`src/rtl/sprite_pkg.sv`:
```
// Shared constants and types for the sprite fetch path.
// Used by the sprite scheduler, slot finder and sorter.
package sprite_pkg;

  localparam int SPR_NUM_SLOTS = 16;
  localparam int SPR_IDX_W     = 4;

  typedef enum logic [1:0] {
    IDLE  = 2'd0,
    ISSUE = 2'd1,
    WAIT  = 2'd2,
    FIN   = 2'd3
  } fetch_state_e;

  localparam logic WORD_LO = 1'b0;
  localparam logic WORD_HI = 1'b1;

endpackage

```
`src/rtl/sprite_slot_finder.sv`:
```
// Lowest set mask bit at or above ptr_i.
// Purely combinational; shared with the sprite sorter.
module sprite_slot_finder
  import sprite_pkg::*;
#(
  parameter int N = SPR_NUM_SLOTS,
  parameter int W = SPR_IDX_W
) (
  input  logic [N-1:0] mask_i,
  input  logic [W-1:0] ptr_i,
  output logic         found_o,
  output logic [W-1:0] idx_o
);

  always_comb begin
    found_o = 1'b0;
    idx_o   = '0;
    for (int i = N - 1; i >= 0; i--) begin
      if (mask_i[i] && (i >= int'(ptr_i))) begin
        found_o = 1'b1;
        idx_o   = W'(i);
      end
    end
  end

endmodule

```
`src/rtl/sprite_fetch_sched.sv`:
```
// HBLANK sprite line-buffer refill scheduler.
// Optional stats ports under SPRITE_FETCH_STATS_EN.
module sprite_fetch_sched
  import sprite_pkg::*;
#(
  parameter int NUM_SLOTS = SPR_NUM_SLOTS,
  parameter int IDX_W     = SPR_IDX_W,
  parameter int RD_LAT    = 1
) (
  input  logic                 clk,
  input  logic                 resetn,
  input  logic                 start,
  input  logic                 abort,
  input  logic [NUM_SLOTS-1:0] slot_active,
  output logic [IDX_W-1:0]     sprite_index,
  output logic                 sprite_word,
  output logic                 sprite_rd_en,
  output logic [1:0]           sprite_graphics_data_valid,
  output logic                 busy,
  output logic                 done,
  output logic                 overrun
`ifdef SPRITE_FETCH_STATS_EN
  ,
  output logic [15:0]          overrun_count,
  output logic [7:0]           last_fetch_cycles
`endif
);

  fetch_state_e         state_q, state_d;
  logic [NUM_SLOTS-1:0] mask_q, mask_d;
  logic [NUM_SLOTS-1:0] fin_mask;
  logic [IDX_W-1:0]     idx_q, idx_d;
  logic [IDX_W-1:0]     fin_ptr, fin_idx;
  logic                 fin_found;
  logic                 word_q, word_d;
  logic [1:0]           lat_q, lat_d;
  logic                 rd_q, rd_d;
  logic [1:0]           dv_q, dv_d;
  logic                 busy_q, busy_d;
  logic                 done_q, done_d;
  logic                 ovr_q, ovr_d;
  logic                 last_strobe;

  // In IDLE the finder looks at the incoming occupancy directly,
  // otherwise at the latched mask with the current slot retired.
  always_comb begin
    if (state_q == IDLE) begin
      fin_mask = slot_active;
      fin_ptr  = '0;
    end else begin
      fin_mask = mask_q & ~(NUM_SLOTS'(1) << idx_q);
      fin_ptr  = idx_q;
    end
  end

  sprite_slot_finder #(
    .N (NUM_SLOTS),
    .W (IDX_W)
  ) u_finder (
    .mask_i  (fin_mask),
    .ptr_i   (fin_ptr),
    .found_o (fin_found),
    .idx_o   (fin_idx)
  );

  assign last_strobe = (state_q == WAIT)
                    && (lat_q == 2'd1)
                    && (word_q == WORD_HI)
                    && !fin_found;

  always_comb begin
    state_d = state_q;
    mask_d  = mask_q;
    idx_d   = idx_q;
    word_d  = word_q;
    lat_d   = lat_q;
    done_d  = 1'b0;
    ovr_d   = 1'b0;
    unique case (state_q)
      IDLE: begin
        if (start && !abort) begin
          mask_d = slot_active;
          if (fin_found) begin
            state_d = ISSUE;
            idx_d   = fin_idx;
            word_d  = WORD_LO;
          end else begin
            state_d = FIN;
          end
        end
      end
      ISSUE: begin
        if (abort) begin
          state_d = IDLE;
          ovr_d   = 1'b1;
        end else begin
          state_d = WAIT;
          lat_d   = 2'(RD_LAT);
        end
      end
      WAIT: begin
        if (abort && !last_strobe) begin
          state_d = IDLE;
          ovr_d   = 1'b1;
        end else if (lat_q == 2'd1) begin
          if (word_q == WORD_LO) begin
            state_d = ISSUE;
            word_d  = WORD_HI;
          end else begin
            mask_d = fin_mask;
            if (fin_found) begin
              state_d = ISSUE;
              idx_d   = fin_idx;
              word_d  = WORD_LO;
            end else begin
              state_d = FIN;
              done_d  = 1'b1;
            end
          end
        end else begin
          lat_d = lat_q - 2'd1;
        end
      end
      FIN: begin
        // Empty refills reach FIN without done; pulse it on exit.
        state_d = IDLE;
        done_d  = !done_q;
      end
      default: state_d = IDLE;
    endcase
  end

  assign rd_d   = (state_d == ISSUE);
  assign busy_d = (state_d != IDLE);
  assign dv_d   = ((state_d == WAIT) && (lat_d == 2'd1))
                ? (word_d ? 2'b10 : 2'b01) : 2'b00;

  always_ff @(posedge clk or negedge resetn) begin
    if (!resetn) begin
      state_q <= IDLE;
      mask_q  <= '0;
      idx_q   <= '0;
      word_q  <= WORD_LO;
      lat_q   <= '0;
      rd_q    <= 1'b0;
      dv_q    <= '0;
      busy_q  <= 1'b0;
      done_q  <= 1'b0;
      ovr_q   <= 1'b0;
    end else begin
      state_q <= state_d;
      mask_q  <= mask_d;
      idx_q   <= idx_d;
      word_q  <= word_d;
      lat_q   <= lat_d;
      rd_q    <= rd_d;
      dv_q    <= dv_d;
      busy_q  <= busy_d;
      done_q  <= done_d;
      ovr_q   <= ovr_d;
    end
  end

  assign sprite_index               = idx_q;
  assign sprite_word                = word_q;
  assign sprite_rd_en               = rd_q;
  assign sprite_graphics_data_valid = dv_q;
  assign busy                       = busy_q;
  assign done                       = done_q;
  assign overrun                    = ovr_q;

`ifdef SPRITE_FETCH_STATS_EN
  logic [15:0] ocnt_q;
  logic [7:0]  cyc_q;
  logic [7:0]  last_q;

  always_ff @(posedge clk or negedge resetn) begin
    if (!resetn) begin
      ocnt_q <= '0;
      cyc_q  <= '0;
      last_q <= '0;
    end else begin
      if (ovr_d && (ocnt_q != 16'hFFFF)) begin
        ocnt_q <= ocnt_q + 16'd1;
      end
      if (state_q == IDLE) begin
        cyc_q <= '0;
      end else if (cyc_q != 8'hFF) begin
        cyc_q <= cyc_q + 8'd1;
      end
      if (state_q == FIN) begin
        last_q <= (cyc_q == 8'hFF) ? 8'hFF : cyc_q + 8'd1;
      end
    end
  end

  assign overrun_count     = ocnt_q;
  assign last_fetch_cycles = last_q;
`endif

endmodule

```
`config.mk`:
```
export PLATFORM = sky130hd
export DESIGN_NAME = sprite_fetch_sched
export DESIGN_NICKNAME = d
export VERILOG_FILES = /design/src/rtl/sprite_pkg.sv /design/src/rtl/sprite_slot_finder.sv /design/src/rtl/sprite_fetch_sched.sv
export SDC_FILE = /design/constraint.sdc
export NUM_CORES = 1
export LEC_CHECK = 0
export ABC_AREA = 1
export CAP_MARGIN = 10
export CELL_PAD_IN_SITES_DETAIL_PLACEMENT = 2
export CELL_PAD_IN_SITES_GLOBAL_PLACEMENT = 2
export CORE_MARGIN = 5
export CORE_UTILIZATION = 33
export CTS_BUF_LIST = sky130_fd_sc_hd__clkbuf_2
export DETAILED_ROUTE_END_ITERATION = 6
export MAX_ROUTING_LAYER = met4
export PLACE_DENSITY = 0.88
export SLEW_MARGIN = 20
export SYNTH_ARGS = -nofsm -noshare
export SYNTH_HDL_FRONTEND = slang
export SYNTH_SLANG_ARGS = --single-unit
```
`constraint.sdc`:
```
create_clock -name clk -period 5 [get_ports clk]
set_input_delay 0.75 -clock clk [delete_from_list [all_inputs] [get_ports clk]]
set_output_delay 0.75 -clock clk [all_outputs]
set_load 0.05 [all_outputs]
```
==> out/qor.csv <==
metric,value,unit
setup_tns,0,ns
fmax,0.273,GHz
die_y,91.3,µm
synth_fa_ha_area_frac,0.0344,
grt-ovfl-total,0,
drc,0,
clockBufferDepth,2,
syn_inst,330,
post-dp-hpwl,5810,µm
syn_area_per_cell,6.61,µm²
crit_fanout,30,
avgViaCountPerCell,5.54,
grt_pass1_vias,2726,
cts_buffers,5,
cts_root_buf,clkbuf_2,
port_buffers,30,
slowest_stage,dfrtp_1,
clk_pin_slew,0.19,ns
drv_slew,0,
postCtsSetupRepairBufs,0,
dr_total_vias,2408,
synth_xor_area_frac,0,
drtIter0Drc,113,
path_buf_inv,3,
slowest_delay,0.45,ns
worstPathCellList,"inv_1, ha_1, inv_2, nand2_1, o221ai_1, nand2_1, nor2_1, nand2_1, nor2_4, nand3_1, nand2_1, nand2_2, clkinv_2, nand2_1, a21oi_1, nand2_1, nand2_1",
fin_worst_skew,0.0175,ns
h-tree-depth,2,
ys_seq_area_frac,0.344,
final_nets,383,
yosysWarnings,0,
cts_hold_buf,0,
cap_violations,0,
cp_top_family,simple AND/OR/NAND/NOR gates,
syn_nets,356,
worst_path_most_repeated_cell,nand2_1,
layout-drive-gt1-share,0.0866,
cts_num_sinks,30,
yosysUniqueCellTypes,34,
period_share,0.733,
n_fill_cell,780,
rsz0062_at_grt,false,
hp-class,flop to flop,
synth_area,0.00218,mm²
antenna_cells,0,
chipWidth,91.3,µm
synth-compound-area-share,0.126,
worstSetupPathType,flop to flop,
postRouteAntennaNets,0,
crit_arrival,4.01,ns
powerDensity,724,mW/mm²
cp-startpoint,state_q[0]$_DFF_PN0_,
hold_end,done$_DFF_PN0_,
synthMuxAreaShare,0,
worstSkewPairLatency,0.39,ns
max_slew_margin,0.578,
drt-pass1-iter-count,4,
placed_area,0.00252,mm²
antenna_found_initial,0,
worst_pin_slew,0.634,ns
fin_area,0.00261,mm²
post-route-util,0.408,
r2r_cells,17,
finalWirelength,8660,µm
hold_viol_final,0,
placed_cells,427,
timing.rr.end,sprite_index[0]$_DFFE_PN0P_,
cp_data_required_time,5.35,ns
stdcell_count,435,
synthSimpleGateAreaFrac,0.408,
start_kind,flop,
holdCritStartpoint,done$_DFF_PN0_,
core_area,0.00639,mm²
status,"complete, no violations",
reg2reg_slack,1.33,ns
die-area,0.00833,mm²
critPathCaptureType,flop,
post_drt_wl_per_cell,19.9,µm
ir_drop,0.000276,V
cts_tree,done,
power_leakage,1.21,nW
synth_top_family_by_area,simple AND/OR/NAND/NOR gates,
gp_congestion,0.890,
grt_pass1_wl,14700,µm
rr_startpoint,state_q[0]$_DFF_PN0_,
holdPathStages,1,
rows,29,
timing.hold.ws,0.503,ns
initial_core_util,0.341,
cts-resized-gates,0,
io_pins,31,
syn_to_final_growth,19.5,%
synth-seq-cells,30,
setup_viol,0,
timing.final.crit_period,3.67,ns
grt_use_total,0.228,
grt_start_max_net_pins,31,
[stage by stage]
stage | total power, mW | setup slack (ns)
finish | 1.89 | 1.33
global route | 2.06 | 0.939
CTS | 1.90 | 1.35
detailed placement | 1.61 | 1.47
global placement | 1.55 | 1.70
floorplan | 1.30 | 2.63
[sequential cells by signal (all words and copies together), names as in the netlist]
| register | count |
|---|---|
| sprite_index | 4 |
| sprite_graphics_data_valid | 2 |
| state_q | 2 |
| sprite_word | 1 |
| sprite_rd_en | 1 |
| mask_q | 15 |
| overrun | 1 |
| busy | 1 |
| lat_q | 2 |
| done | 1 |
[logic make-up after synthesis]
logic type	count (synthesis)
AO/OA/AOI/OAI	45
adder cells (fa/ha/maj)	6
flip-flops	30
buffers and inverters	40
AND/OR/NAND/NOR	209
[layout by cell type (no fill, tap or decap), types with 4 or more instances in the layout]
cell type        Yosys  layout
dfrtp_1             30      30
buf_4                4       4
clkdlybuf4s50_1      0      30
nand3_1             25      25
a31oi_1             16      16
ha_1                 6       6
clkbuf_2             0       5
nand2_1            106     106
inv_1               20      20
nand2_2              8       8
o21ai_0             13      13
inv_2                4       4
a21oi_1              6       6
nor2_1              54      54
nand4_1              6       6
[cell type report]
| type | count | area [µm²] | area share |
|---|---|---|---|
| sequential | 30 | 751 | 0.288 |
| inverter | 26 | 98.8 | 0.0379 |
| clock inverter | 3 | 63.8 | 0.0245 |
| clock buffer | 5 | 25.0 | 0.00960 |
| multi-input combinational | 260 | 1240 | 0.476 |
| timing repair buffer | 34 | 330 | 0.127 |
| tap | 77 | 96.3 | 0.0370 |
[layer usage]
layer / vias to the layer above / wire length, µm / GRT usage
li1: 1132 / - / -
met2: 53 / 4240 / 0.372
met5: - / 0 / -
met4: 0 / 186 / 0.0746
met3: 20 / 344 / 0.0463
met1: 1203 / 3880 / 0.281
[synth_stat cells]
cell | n | area share
nor2_1 | 54 | 0.093
clkinv_1 | 1 | 0.0017
o221ai_1 | 1 | 0.0040
and2_1 | 1 | 0.0029
buf_6 | 2 | 0.010
o21ai_0 | 13 | 0.030
o31ai_1 | 1 | 0.0034
or2_2 | 1 | 0.0029
nor2_4 | 2 | 0.010
nor3_2 | 1 | 0.0046
dfrtp_1 | 30 | 0.34
nor2_2 | 1 | 0.0029
nand3_2 | 1 | 0.0046
nand3_1 | 25 | 0.057
inv_1 | 20 | 0.034
o21bai_1 | 1 | 0.0034
buf_2 | 6 | 0.014
nand4_1 | 6 | 0.017
a31oi_1 | 16 | 0.046
o22ai_1 | 1 | 0.0029
or2_1 | 1 | 0.0029
inv_2 | 4 | 0.0069
clkinv_2 | 1 | 0.0023
buf_4 | 4 | 0.014
clkbuf_1 | 2 | 0.0034
o211ai_1 | 2 | 0.0069
nand2_1 | 106 | 0.18
nand2_2 | 8 | 0.023
o2111ai_1 | 2 | 0.0080
ha_1 | 6 | 0.034
a21oi_2 | 1 | 0.0040
o311ai_0 | 1 | 0.0040
nor3_1 | 2 | 0.0046
a21oi_1 | 6 | 0.014
[worst max-delay path by stage]
stage | endpoint | slack [ns] | cells past startpoint
2_1_floorplan | mask_q[11]$_DFFE_PN0P_ | 2.63 | 15
3_3_place_gp | sprite_index[0]$_DFFE_PN0P_ | 1.70 | 17
3_5_place_dp | sprite_index[0]$_DFFE_PN0P_ | 1.47 | 17
4_1_cts | sprite_index[0]$_DFFE_PN0P_ | 1.35 | 18
5_1_grt | sprite_index[0]$_DFFE_PN0P_ | 0.94 | 17
6_report | sprite_index[0]$_DFFE_PN0P_ | 1.33 | 17
[where the power goes]
group	internal, mW	switching [mW]	total [mW]
sequential	0.349	0.0948	0.444
clock	0.133	0.101	0.234
combinational	0.359	0.851	1.21
[worst reg2reg max path: cells and delay by family, from the launching register on]
family / cells / cell delay (ns)
DFF: 1 / 0.45
AOI/OAI and AO/OA: 2 / 0.53
adders and majority gates: 1 / 0.43
buffers and inverters: 3 / 0.83
and+or+nand+nor: 11 / 1.41
Power figures use the tool's default switching activity.
